[src/rtl/xor_decipher_if.sv]
// Request/response bundle between a requester and the bit-serial XOR decipher.
// The requester holds start until done; results are registered in the block.
interface xor_decipher_if #(
   parameter int unsigned N = 16
);
   logic         start;
   logic [7:0]   key;
   logic [N-1:0] ciphertext;
   logic         done;
   logic         busy;
   logic [N-1:0] plaintext;
   logic [7:0]   blk_cnt;

   modport master (
      output start, key, ciphertext,
      input  done, busy, plaintext, blk_cnt
   );

   modport slave (
      input  start, key, ciphertext,
      output done, busy, plaintext, blk_cnt
   );
endinterface

[src/rtl/xor_decipher.sv]
// Bit-serial XOR decipher: pt[i] = ct[i] ^ key[i mod 8], one bit per clock, LSB first.
// Level start/done handshake matches the companion cipher so the two can be chained.
module xor_decipher #(
   parameter int unsigned N = 16
) (
   input  logic           clk,
   input  logic           rst,
   xor_decipher_if.slave  bus
);
   localparam int unsigned CW = $clog2(N) + 1;
   localparam int unsigned KR = (N + 7) / 8;

   typedef enum logic [1:0] {
      S_IDLE = 2'd0,
      S_LOAD = 2'd1,
      S_PROC = 2'd2,
      S_DONE = 2'd3
   } state_e;

   state_e         state_q, state_d;
   logic [7:0]     key_q, key_d;
   logic [N-1:0]   ct_q, ct_d;
   logic [N-1:0]   work_q, work_d;
   logic [CW-1:0]  cnt_q, cnt_d;
   logic [N-1:0]   pt_q, pt_d;
   logic [7:0]     blk_q, blk_d;
   logic           done_q, done_d;
   logic           busy_q, busy_d;
   logic [N-1:0]   key_rep_c;
   logic [N-1:0]   bit_mask_c;

   // Key replicated across the word so bit i lines up with key[i mod 8].
   always_comb begin
      key_rep_c  = N'({KR{key_q}});
      bit_mask_c = N'(1) << cnt_q;
   end

   always_comb begin
      state_d = state_q;
      key_d   = key_q;
      ct_d    = ct_q;
      work_d  = work_q;
      cnt_d   = cnt_q;
      pt_d    = pt_q;
      blk_d   = blk_q;
      case (state_q)
         S_IDLE: begin
            if (bus.start) state_d = S_LOAD;
         end
         S_LOAD: begin
            key_d   = bus.key;
            ct_d    = bus.ciphertext;
            work_d  = '0;
            cnt_d   = '0;
            state_d = S_PROC;
         end
         S_PROC: begin
            // work was cleared in LOAD, so OR-ing in one bit per cycle is exact
            work_d = work_q | (bit_mask_c & (ct_q ^ key_rep_c));
            cnt_d  = cnt_q + CW'(1);
            if (cnt_q == CW'(N - 1)) begin
               state_d = S_DONE;
               pt_d    = work_d;
               blk_d   = blk_q + 8'd1;
            end
         end
         S_DONE: begin
            if (!bus.start) state_d = S_IDLE;
         end
         default: state_d = S_IDLE;
      endcase
      done_d = (state_d == S_DONE);
      busy_d = (state_d == S_LOAD) || (state_d == S_PROC);
   end

   always_ff @(posedge clk or posedge rst) begin
      if (rst) begin
         state_q <= S_IDLE;
         key_q   <= '0;
         ct_q    <= '0;
         work_q  <= '0;
         cnt_q   <= '0;
         pt_q    <= '0;
         blk_q   <= '0;
         done_q  <= 1'b0;
         busy_q  <= 1'b0;
      end else begin
         state_q <= state_d;
         key_q   <= key_d;
         ct_q    <= ct_d;
         work_q  <= work_d;
         cnt_q   <= cnt_d;
         pt_q    <= pt_d;
         blk_q   <= blk_d;
         done_q  <= done_d;
         busy_q  <= busy_d;
      end
   end

   assign bus.done      = done_q;
   assign bus.busy      = busy_q;
   assign bus.plaintext = pt_q;
   assign bus.blk_cnt   = blk_q;
endmodule

[src/flat_wrapper.sv]
// flat-port wrapper written by rule: the top's interface ports become plain ports
module xor_decipher_flat 
#(
   parameter int unsigned N = 16
)
  (clk, rst, bus_start, bus_key, bus_ciphertext, bus_done, bus_busy, bus_plaintext, bus_blk_cnt);
  xor_decipher_if #(.N(N)) bus_i ();
  input  logic clk;
  input  logic rst;
  input wire logic [$bits(bus_i.start)-1:0] bus_start;
  input wire logic [$bits(bus_i.key)-1:0] bus_key;
  input wire logic [$bits(bus_i.ciphertext)-1:0] bus_ciphertext;
  output wire logic [$bits(bus_i.done)-1:0] bus_done;
  output wire logic [$bits(bus_i.busy)-1:0] bus_busy;
  output wire logic [$bits(bus_i.plaintext)-1:0] bus_plaintext;
  output wire logic [$bits(bus_i.blk_cnt)-1:0] bus_blk_cnt;
  assign bus_i.start = bus_start;
  assign bus_i.key = bus_key;
  assign bus_i.ciphertext = bus_ciphertext;
  assign bus_done = bus_i.done;
  assign bus_busy = bus_i.busy;
  assign bus_plaintext = bus_i.plaintext;
  assign bus_blk_cnt = bus_i.blk_cnt;
  xor_decipher #(.N(N)) u_core (.clk(clk), .rst(rst), .bus(bus_i));
endmodule
[config.mk]
export PLATFORM = sky130hd
export DESIGN_NAME = xor_decipher_flat
export DESIGN_NICKNAME = d
export VERILOG_FILES = /design/src/rtl/xor_decipher_if.sv /design/src/rtl/xor_decipher.sv /design/src/flat_wrapper.sv
export SDC_FILE = /design/constraint.sdc
export NUM_CORES = 1
export LEC_CHECK = 0
export BUFFER_PORTS_ARGS = -buffer_cell sky130_fd_sc_hd__buf_2
export CAP_MARGIN = 15
export CORE_MARGIN = 2
export CORE_UTILIZATION = 30
export CTS_BUF_LIST = sky130_fd_sc_hd__clkbuf_4 sky130_fd_sc_hd__clkbuf_8
export DETAILED_ROUTE_END_ITERATION = 16
export SYNTH_ARGS = -nofsm -noshare
export SYNTH_HDL_FRONTEND = slang
export SYNTH_SLANG_ARGS = --single-unit
[constraint.sdc]
create_clock -name clk -period 2 [get_ports clk]
set_clock_uncertainty 0.15 [all_clocks]
set_input_delay 0.2 -clock clk [delete_from_list [all_inputs] [get_ports clk]]
set_output_delay 0.2 -clock clk [all_outputs]
set_load 0.005 [all_outputs]
After elaboration in Yosys (flattened, before gate mapping)
Cells that the tools add are included.
{"block": "word_totals", "out_inout_bits": 26, "input_bits": 27, "register_bits": 73, "elab_cells": 32}
{"block": "classes", "n_eq_ne": 7, "n_mux": 6, "addsub": 2, "n_shift": 1, "bitwise": 3, "n_reduce_logical": 4}
{"cell": "case mux 16 bit (2 select lines)", "n": 1}
{"cell": "bitwise AND 16 bit", "n": 1}
{"cell": "bitwise OR 16 bit", "n": 1}
{"cell": "left shift 1 x 5 -> 16 bit, first input constant", "n": 1}
{"cell": "XOR 16 bit", "n": 1}
{"cell": "case mux 5 bit (2 select lines)", "n": 1}
{"cell": "adder 8 x 1 -> 8 bit, second input constant", "n": 1}
{"cell": "equality test 2 bit, second input constant", "n": 4}
{"cell": "case mux 2 bit (4 select lines)", "n": 1}
{"cell": "2-to-1 mux 2 bit", "n": 3}
{"cell": "adder 5 x 1 -> 5 bit, second input constant", "n": 1}
{"cell": "equality test 5 x 4 -> 1 bit, second input constant", "n": 1}
{"cell": "equality test 2 x 1 -> 1 bit, second input constant", "n": 2}
{"cell": "logical NOT 2 bit", "n": 1}
{"cell": "AND reduction 2 bit", "n": 1}
{"cell": "nonzero test 2 bit", "n": 1}
{"cell": "logical OR 1 bit", "n": 1}

Longest topological paths before layout
Gate-level depths: netlist of run 1.
{"block": "logic_depth", "ltp_word": 5, "depth_mapped": 7, "mapped_depth_nobuf": 6}

Least setup slack after synthesis of run 1
OpenSTA, ideal clock, no wires.
{"block": "synth_path", "path_type": "register to register", "from": "reg u_core.cnt_q[0]", "to": "reg u_core.busy_q (netlist: u_core.bus.busy)", "t_required_ns": 1.724, "path_buffers": 0, "setup_time_ns": 0.126, "period_less_slack_ns": 1.769, "setup_slack_ns": 0.231, "arrival_ns": 1.493, "stages_incl_launch_ff": 7, "cell_sequence": "dfrtp_1 -> ha_1 -> and3_1 -> ha_1 -> nand2_1 -> o221ai_1 -> ha_1"}
{"block": "synth_between", "elab_chain_len": 5, "word_cells_on_any_way": 6, "classes_between": "eq/ne (3); mux (2); reduce/logical (1)"}
{"item": "start, declared", "line_no": "xor_decipher.sv:24", "source": "logic [CW-1:0] cnt_q, cnt_d;"}
{"item": "start signal, assigned", "line_no": "xor_decipher.sv:92", "source": "cnt_q <= cnt_d;"}
{"item": "equality test 5 x 4 -> 1 bit *", "line_no": "xor_decipher.sv:61", "source": "if (cnt_q == CW'(N - 1)) begin"}
{"item": "2-to-1 mux 2 bit *", "line_no": "xor_decipher.sv:61"}
{"item": "case mux 2 bit (4 select lines) *", "line_no": "xor_decipher.sv:46", "source": "case (state_q)"}
{"item": "named net u_core.state_d[0]", "line_no": "xor_decipher.sv:20", "source": "state_e state_q, state_d;"}
{"item": "equality test 2 x 1 -> 1 bit or equality test 2 bit (tied branches)", "line_no": "xor_decipher.sv:73", "source": "busy_d = (state_d == S_LOAD) || (state_d == S_PROC);"}
{"item": "logical OR 1 bit *", "line_no": "xor_decipher.sv:73"}
{"item": "named net u_core.busy_d", "line_no": "xor_decipher.sv:28", "source": "logic busy_q, busy_d;"}
{"item": "end signal, assigned", "line_no": "xor_decipher.sv:96", "source": "busy_q <= busy_d;"}
{"item": "end, declared", "line_no": "xor_decipher.sv:28"}
Mark *: on every way through the listed nets, which the timed path passes. The rest lies on a longest branch.
A chain may end at the register's enable or synchronous reset.

Worst setup path after layout of run 1
Same ends and word-level chain as after synthesis.

==> results of run 1 <==
## kinds of logic after synthesis
kind of cell	after synthesis
adder cells (fa/ha/maj)	13
buffers and inverters	20
multiplexers	26
AO/OA/AOI/OAI	56
AND/OR/NAND/NOR	65
flip-flops	73
XOR/XNOR	23
## stage by stage
step	instance area, um^2	instances	setup WS [ps]	total power, uW	hold WS [ps]
finish	4190	504	93.7	4830	49.5
detailed placement	3730	463	38.6	3660	183
global route	4190	504	14.7	5160	47.3
global placement	3730	463	107	3590	173
floorplan	3240	276	231	3160	202
CTS	4180	504	20.4	4900	23.1
## area by class of cell
| cell class | instances | area [um^2] |
|---|---|---|
| timing repair buffer | 88 | 643 |
| multi-input combinational | 183 | 1320 |
| inverter | 8 | 33.8 |
| tap | 136 | 170 |
| clock inverter | 7 | 78.8 |
| fill | 1054 | 6220 |
| sequential | 73 | 1830 |
| clock buffer | 9 | 124 |
## per-layer routing
metal  global-route usage [%]  up-vias
met1                     17.4     1161
li1                         -     1141
met4                     4.76        0
met3                     3.15        8
met5                        0        -
met2                     19.7       68
## registers in the layout (all words and copies together) (netlist names)
signal,cells
u_core.bus.blk_cnt,8
u_core.bus.busy,1
u_core.cnt_q,5
u_core.ct_q,16
u_core.bus.plaintext,16
u_core.bus.done,1
u_core.key_q,8
u_core.state_q,2
u_core.work_q,16
## report_power, final
part           switching, uW  internal [uW]  total (uW)
logic                    818            784        1600
clock network            593            589        1180
registers                246           1800        2050
total                   1660           3180        4830
## Yosys cell counts (7+ instances only)
cell type | n | area (um^2)
a21oi_1 | 22 | 110
inv_1 | 8 | 30.0
nand2_1 | 8 | 30.0
nor2_1 | 30 | 113
buf_2 | 10 | 50.1
a31oi_1 | 25 | 156
xnor2_1 | 7 | 61.3
dfrtp_1 | 73 | 1830
mux2_2 | 25 | 282
ha_1 | 13 | 163
xor2_1 | 16 | 140
## critical path: stages (launching register included)
cell and delay [ps]:
dfrtp_1 420, ha_1 250, and3_1 190, ha_1 180, nand2_1 130, o221ai_1 160, ha_1 310
## how the worst max path moves through the flow
stage	startpoint	to	slack, ps	cells past startpoint
2_1_floorplan	u_core.cnt_q[0]	u_core.bus.busy	230	6
3_3_place_gp	u_core.cnt_q[0]	u_core.bus.blk_cnt[7]	110	7
3_5_place_dp	u_core.cnt_q[0]	u_core.bus.blk_cnt[7]	40	7
4_1_cts	u_core.cnt_q[0]	u_core.bus.blk_cnt[7]	20	7
5_1_grt	u_core.state_q[0]	u_core.bus.busy	10	5
6_report	u_core.cnt_q[0]	u_core.bus.busy	90	6
## timing repair
action,in CTS,in global routing
hold buffers,25,0
gates resized for setup,0,3
hold endpoints to repair,49,0
setup endpoints to repair,0,7
==> impl_metrics.json, run 1 <==
{
  "htree_levels": 3,
  "cts_tree": "built",
  "mostFrequentLayoutCell": "dfrtp_1",
  "slew_viol_final": 0,
  "drt-pass1-iter-count": 4,
  "fmax_ghz": 0.525,
  "met3_length_um": 411,
  "clk_pin_slew_worst_paths_ps": 80,
  "timing.hold.worst_endpoint": "u_core.state_q[0]",
  "yosysWarnings": 0,
  "peakVddDrop_mv": 0.463,
  "gp_congestion": 0.810,
  "die-area_um2": 11600,
  "track_usage_pct": 12.8,
  "cp-end-kind": "flop",
  "worstMarginPinSlew_ps": 644,
  "cts_made_buffers": 9,
  "wl_um": 6900,
  "grt_overflow": 0,
  "r2r_slack_ps": 90,
  "synth_area_per_cell_um2": 11.7,
  "period_share_pct": 95.3,
  "synth_edf_count": 0,
  "post-dp-hpwl_um": 5100,
  "reg2regPathDepth": 6,
  "layout.nets": 403,
  "area_growth_syn_to_layout_pct": 29.6,
  "holdPathStages": 3,
  "p_leak_uw": 0.00199,
  "drc_errors": 0,
  "drt-vias-per-instance": 4.72,
  "row_count": 37,
  "chipHeight_um": 108,
  "hold_violations": 0,
  "drive_above_1_share_pct": 29.3,
  "synthSimpleGateAreaFrac_pct": 10.2,
  "setup_tns_ps": 0,
  "initial_core_util_pct": 31.0,
  "critical_path_class": "flop to flop",
  "synth_top_flop_cell": "dfrtp_1",
  "ys_ff_latch": 73,
  "core_um2": 10400,
  "clock_latency_ps": 350,
  "setup-violations-final": 0,
  "cts_root_buf": "clkbuf_8",
  "required_ps": 2080,
  "hp-start": "bus_start",
  "final_cell_mix": "dfrtp_1 (73), buf_2 (52), nor2_1 (30)",
  "grt_pass1_vias": 2342,
  "status": "finished clean",
  "die_w_um": 108,
  "arrival_ps": 1990,
  "rr_startpoint": "u_core.cnt_q[0]",
  "synth_compound_area_share_pct": 10.2,
  "worst_r2r_endpoint": "u_core.bus.busy",
  "min_path_type": "primary input to flop",
  "met1_length_um": 3170,
  "portBuffers": 52,
  "post-cts-setup-buffers": 0,
  "grt_pass1_wl_um": 11400,
  "topRoutingLayerUsed": "met4",
  "drt_iter0_drc": 137,
  "io_pins": 53,
  "synth_top_family_by_area": "simple AND/OR/NAND/NOR gates",
  "ant_nets": 0,
  "maxSlewHeadroom_pct": 57.0,
  "grt_max_degree": 40,
  "syn-cell-area_um2": 3230,
  "final_util_pct": 40.2,
  "num_antenna_cells": 0,
  "maxCapViolations": 0,
  "fin_crit_ps": 1910,
  "yosys.area_share.xor_xnor_pct": 6.23,
  "wl_met2_um": 3220,
  "worst-path-max-fanout": 4,
  "powerDensity_nw_per_um2": 1150,
  "syn_inst": 276,
  "grt_antenna_before_repair": 0,
  "rsz0062_at_grt": "no",
  "synth_nets": 316,
  "ys_seq_area_share_pct": 56.5,
  "muxShareOfSynthArea_pct": 9.02,
  "clockBufferDepth": 2,
  "ys_async_sr_fraction_pct": 100,
  "synthDistinctLibCells": 31,
  "vias": 2378,
  "wl_per_cell_um": 13.7,
  "cp-start-kind": "flop",
  "cts.sinks": 73,
  "synth_fa_ha_area_share_pct": 5.03
}
No activity file was read; power rests on OpenSTA's default activity.
==> run 2, diff against run 1 <==
REMOVE_ABC_BUFFERS = 1   (was not set)
==> run 2 against run 1 <==
Net effect:
- die area unchanged
- maximum frequency rose by 2.0%
- critical path depth unchanged
- clock power fell by 8%
- global-route usage shrank 0.13 points
- core utilization down 0.38 points
- setup slack better by 37 ps
- highest routed layer unchanged
==> impl_metrics.json, run 2 (synthesis results as in run 1) <==
{
  "core_um2": 10400,
  "clockBufferDepth": 2,
  "drt_iter0_drc": 104,
  "rsz0062_at_grt": "no",
  "grt_antenna_before_repair": 0,
  "layout.nets": 404,
  "cts_root_buf": "clkbuf_8",
  "row_count": 37,
  "worstMarginPinSlew_ps": 508,
  "crit_top_cell": "ha_1",
  "slew_viol_final": 0,
  "hp-start": "bus_start",
  "rr_startpoint": "u_core.cnt_q[0]",
  "grt_pass1_wl_um": 11300,
  "required_ps": 2080,
  "mostFrequentLayoutCell": "dfrtp_1",
  "p_leak_uw": 0.00199,
  "setup-violations-final": 0,
  "hold_slack_ps": 56.4,
  "cp-start-kind": "flop",
  "cts.sinks": 73,
  "cp_top_family": "adder cells",
  "grt_overflow": 0,
  "final_cell_mix": "dfrtp_1 (73), buf_2 (52), nor2_1 (30)",
  "path_cells": "ha_1, and3_1, ha_1, nand2_2, o221ai_1, ha_1",
  "min_path_type": "primary input to flop",
  "crit_path_max_incr_delay_ps": 410,
  "drc_errors": 0,
  "peakVddDrop_mv": 0.430,
  "die-area_um2": 11600,
  "nFillCells": 1026,
  "wl_um": 6530,
  "dp_slack_ps": 68.0,
  "die_w_um": 108,
  "maxSlewHeadroom_pct": 66.0,
  "post-dp-hpwl_um": 4530,
  "chipHeight_um": 108,
  "switching_share_pct": 32.0,
  "drt-pass1-iter-count": 4,
  "powerDensity_nw_per_um2": 1140,
  "path_buf_inv": 0,
  "critical_path_class": "flop to flop",
  "drt-vias-per-instance": 4.70,
  "maxCapViolations": 0,
  "htree_levels": 3,
  "cp-end-kind": "flop",
  "final.setup.worst_slack_ps": 131,
  "io_pins": 53,
  "cp-startpoint": "u_core.cnt_q[0]",
  "cts_made_buffers": 9,
  "initial_core_util_pct": 31.0,
  "gp_congestion": 0.790,
  "hold_violations": 0,
  "fin_crit_ps": 1870,
  "crit_slowest_cell": "dfrtp_1",
  "arrival_ps": 1950,
  "area_growth_syn_to_layout_pct": 28.4,
  "clkPwrFrac_pct": 23.0,
  "fmax_ghz": 0.535,
  "wl_per_cell_um": 13.0,
  "vias": 2354,
  "period_share_pct": 93.5,
  "portBuffers": 52,
  "status": "finished clean",
  "clk_pin_slew_worst_paths_ps": 70,
  "p_comb_share_pct": 33.6,
  "cts_tree": "built",
  "drive_above_1_share_pct": 29.3,
  "power.switching_uw": 1510,
  "num_antenna_cells": 0,
  "track_usage_pct": 12.7,
  "grt_pass1_vias": 2382,
  "ant_nets": 0,
  "grt_max_degree": 74,
  "clock_latency_ps": 340,
  "internal_power_uw": 3210,
  "worst-path-max-fanout": 4,
  "seqPwrFrac_pct": 43.4
}
-- run 2: path summary, 6_finish.rpt --
check,to,slack (ps),cells past startpoint
worst max register to register,u_core.bus.busy,130,6
worst min-delay path,u_core.state_q[0],60,3
worst max-delay path,u_core.bus.busy,130,6
min in group asynchronous,u_core.bus.blk_cnt[4],330,4
worst min register to register,u_core.bus.blk_cnt[7],310,1
max in group asynchronous,u_core.cnt_q[2],1050,4
-- run 2: final cells by class --
type / instances / area (um^2) / area share [%]
inverters: 8 / 30.0 / 0.723
clock buffers: 11 / 145 / 3.50
clock inverters: 1 / 30.0 / 0.723
multi-input cells: 183 / 1320 / 31.8
well taps: 136 / 170 / 4.10
flip-flops and latches: 73 / 1830 / 44.0
repair buffers: 89 / 629 / 15.2
-- run 2: power by group through the flow --
stage                     clock network (uW)  registers (uW)  logic [uW]
after floorplan                            0            2030        1090
after global placement                     0            2070        1560
after detailed placement                   0            2080        1570
after CTS                               1140            2050        1620
after global routing                    1220            2090        1780
final                                   1090            2050        1580
-- run 2: what timing repair did --
item,CTS,global route
hold buffers,25,0
endpoints found under the setup margin,0,15
gates resized for setup,0,4
buffers inserted,0,0
hold endpoints to repair,97,0
-- run 2: layer usage --
| metal | track usage [%] | wire (um) | vias up |
|---|---|---|---|
| met5 | 0 | 0 | - |
| met4 | 5.68 | 127 | 0 |
| met3 | 3.33 | 236 | 12 |
| met2 | 20.3 | 3080 | 43 |
| met1 | 16.0 | 3090 | 1152 |
| li1 | - | - | 1147 |
-- run 2: worst min-delay path: stages --
cell      delay, ps
buf_2           110
inv_1            50
o221ai_1        130
-- run 2: per-stage QoR --
stage	TNS (ps)	total power, uW	std cells	area (um^2)	util, %
global route	0	5090	501	4150	39.9
global placement	0	3620	464	3720	35.7
floorplan	-15970	3120	264	3170	-
detailed placement	0	3660	464	3720	35.7
finish	0	4720	501	4150	39.9
CTS	0	4810	501	4140	39.8
==> run 3, diff against run 2 <==
ABC_AREA = 1   (was not set)
HOLD_SLACK_MARGIN = 0.03   (was not set)
==> run 3 against run 2 <==
Net effect:
- synthesized cell count up 66%
- hold slack better by 22 ps
- register-to-register slack better by 30 ps
- critical endpoint unchanged
- largest cell class unchanged
==> impl_metrics.json, run 3 <==
{
  "multi_input_area_um2": 1420,
  "cp-end-kind": "flop",
  "timing.hold.worst_endpoint": "u_core.state_q[1]",
  "maxSlewHeadroom_pct": 70.4,
  "drt-pass1-iter-count": 4,
  "die-area_um2": 12700,
  "worst_r2r_endpoint": "u_core.bus.busy",
  "slew_viol_final": 0,
  "worstMarginPinSlew_ps": 444,
  "dp.cells": 651,
  "p_total_uw": 4850,
  "setup_tns_ps": 0,
  "cp-start-kind": "flop",
  "hold_violations": 0,
  "rsz0062_at_grt": "no",
  "cts_resized": 0,
  "synth_top_area_share_pct": 51.4,
  "drc_errors": 0,
  "track_usage_pct": 12.3,
  "post-dp-hpwl_um": 5360,
  "grt_pass1_vias": 2785,
  "grt_max_degree": 55,
  "required_ps": 2080,
  "grt_antenna_before_repair": 0,
  "syn_inst": 459,
  "power.switching_uw": 1850,
  "worst-path-max-fanout": 4,
  "powerDensity_nw_per_um2": 1090,
  "min_path_type": "primary input to flop",
  "num_antenna_cells": 0,
  "chipHeight_um": 113,
  "hp-start": "bus_start",
  "peakVddDrop_mv": 0.402,
  "row_count": 39,
  "wl_um": 7310,
  "arrival_ps": 1920,
  "internal_power_uw": 3000,
  "die_w_um": 113,
  "critical_path_class": "flop to flop",
  "ant_nets": 0,
  "synth_top_flop_cell": "dfrtp_1",
  "grt_overflow": 0,
  "ys_seq_area_share_pct": 51.4,
  "final.setup.worst_slack_ps": 157,
  "cts_root_buf": "clkbuf_8",
  "gp_congestion": 0.786,
  "switching_share_pct": 38.1,
  "p_leak_uw": 0.00249,
  "fmax_ghz": 0.543,
  "fin_crit_ps": 1840,
  "htree_levels": 3,
  "setup-violations-final": 0,
  "rr_startpoint": "u_core.cnt_q[0]",
  "wl_per_cell_um": 10.5,
  "synthTopCellsByArea": "dfrtp_1 (51%), nand2_1 (20%), inv_1 (6.2%)",
  "portBuffers": 52,
  "period_share_pct": 92.1,
  "nFillCells": 1216,
  "core_um2": 11500,
  "synth_edf_count": 0,
  "drt_iter0_drc": 132,
  "ys_async_sr_fraction_pct": 100,
  "yosysWarnings": 0,
  "layout.nets": 585,
  "regArea_um2": 1830,
  "vias": 2920,
  "synth.top_cells.by_count": "nand2_1 (192), dfrtp_1 (73), inv_1 (59)",
  "synth.most_common_cell": "nand2_1",
  "r2r_slack_ps": 160,
  "cts.sinks": 73,
  "reg2regPathDepth": 9,
  "cts_made_buffers": 9,
  "final_cells": 693,
  "grt_pass1_wl_um": 12700,
  "initial_core_util_pct": 31.0,
  "p_comb_share_pct": 34.2,
  "final_cell_mix": "nand2_1 (192), dfrtp_1 (73), inv_1 (58), buf_2 (52), nor2_1 (45)",
  "holdPathStages": 4,
  "mostFrequentLayoutCell": "nand2_1",
  "drive_above_1_share_pct": 15.5,
  "clkPwrFrac_pct": 23.7,
  "synth_area_per_cell_um2": 7.74,
  "clockBufferDepth": 2,
  "dp_slack_ps": 141,
  "status": "finished clean",
  "maxCapViolations": 0,
  "synthDistinctLibCells": 26,
  "synth_area_leader_cell": "dfrtp_1",
  "area_growth_syn_to_layout_pct": 25.0,
  "io_pins": 53,
  "syn-cell-area_um2": 3550,
  "clock_latency_ps": 350,
  "cts_tree": "built",
  "ys_ff_latch": 73,
  "clk_pin_slew_worst_paths_ps": 70,
  "drt-vias-per-instance": 4.21,
  "seqPwrFrac_pct": 42.1
}
## run 3: cell types whose count changed in the layout (fill, tap and decap cells not counted), moves of 6 or more
| cell | previous run | this run |
|---|---|---|
| nor2_1 | 30 | 45 |
| o21ai_0 | 4 | 13 |
| xor2_1 | 16 | 1 |
| a31oi_1 | 25 | 0 |
| inv_1 | 7 | 58 |
| xnor2_1 | 7 | 1 |
| mux2_2 | 25 | 0 |
| nand2_1 | 7 | 192 |
| a21oi_1 | 22 | 30 |
## run 3: how the worst max path moves through the flow
stage          depth (start not counted)              start               endpoint
3_5_place_dp                          10    u_core.cnt_q[0]  u_core.bus.blk_cnt[4]
4_1_cts                               10    u_core.cnt_q[0]  u_core.bus.blk_cnt[4]
3_3_place_gp                           9    u_core.cnt_q[0]        u_core.bus.busy
2_1_floorplan                          7  u_core.state_q[1]        u_core.bus.busy
6_report                               9    u_core.cnt_q[0]        u_core.bus.busy
5_1_grt                               10    u_core.cnt_q[0]  u_core.bus.blk_cnt[6]
## run 3: cells by family after synthesis
family	count (synthesis)	synth area share, %
AOI/OAI and AO/OA	50	7.43
and+or+nand+nor	250	27.4
DFF	73	51.4
buffers and inverters	71	8.69
xor gates and xnor gates	2	0.493
adders and majority gates	13	4.58
## run 3: power groups by stage
stage / combinational [uW] / sequential (uW) / clock (uW)
floorplan: 1200 / 2020 / 0
detailed placement: 1630 / 2070 / 0
finish: 1660 / 2040 / 1150
CTS: 1680 / 2040 / 1190
global placement: 1600 / 2050 / 0
global route: 2000 / 2090 / 1250
## run 3: area by class of cell
class / instances / share of cell area [%]
timing repair buffer: 85 / 13.1
inverter: 61 / 5.27
sequential: 73 / 41.1
multi-input combinational: 315 / 31.9
clock inverter: 6 / 1.55
tap: 143 / 4.03
clock buffer: 10 / 2.96
## run 3: layer usage
layer / vias to the layer above / part of all wire [%] / wire length (um) / track usage, %
li1: 1563 / - / - / -
met1: 1303 / 50 / 3640 / 16.1
met2: 41 / 44 / 3240 / 19.4
met3: 13 / 3.7 / 269 / 3.32
met4: 0 / 2.1 / 157 / 4.96
met5: - / 0 / 0 / 0
## run 3: stage by stage
step | hold WS, ps | utilization, % | instance area, um^2
finish | 78.4 | 38.7 | 4440
global route | 112 | 38.7 | 4440
CTS | 65.1 | 38.7 | 4430
detailed placement | 80.4 | 34.7 | 3980
global placement | 79.9 | 34.7 | 3980
floorplan | 163 | - | 3480
## run 3: critical path: stages (launching register included)
cell	delay [ps]
dfrtp_1	410
ha_1	250
nand2_1	80
nor2_1	50
ha_1	200
nand2_2	80
inv_2	40
nor2_1	90
o22ai_1	110
ha_1	290
## run 3: timing repair
| action | in CTS | in global routing |
|---|---|---|
| hold buffers | 25 | 0 |
| setup endpoints to repair | 0 | 1 |
| hold endpoints to repair | 43 | 0 |
| buffers inserted | 0 | 1 |
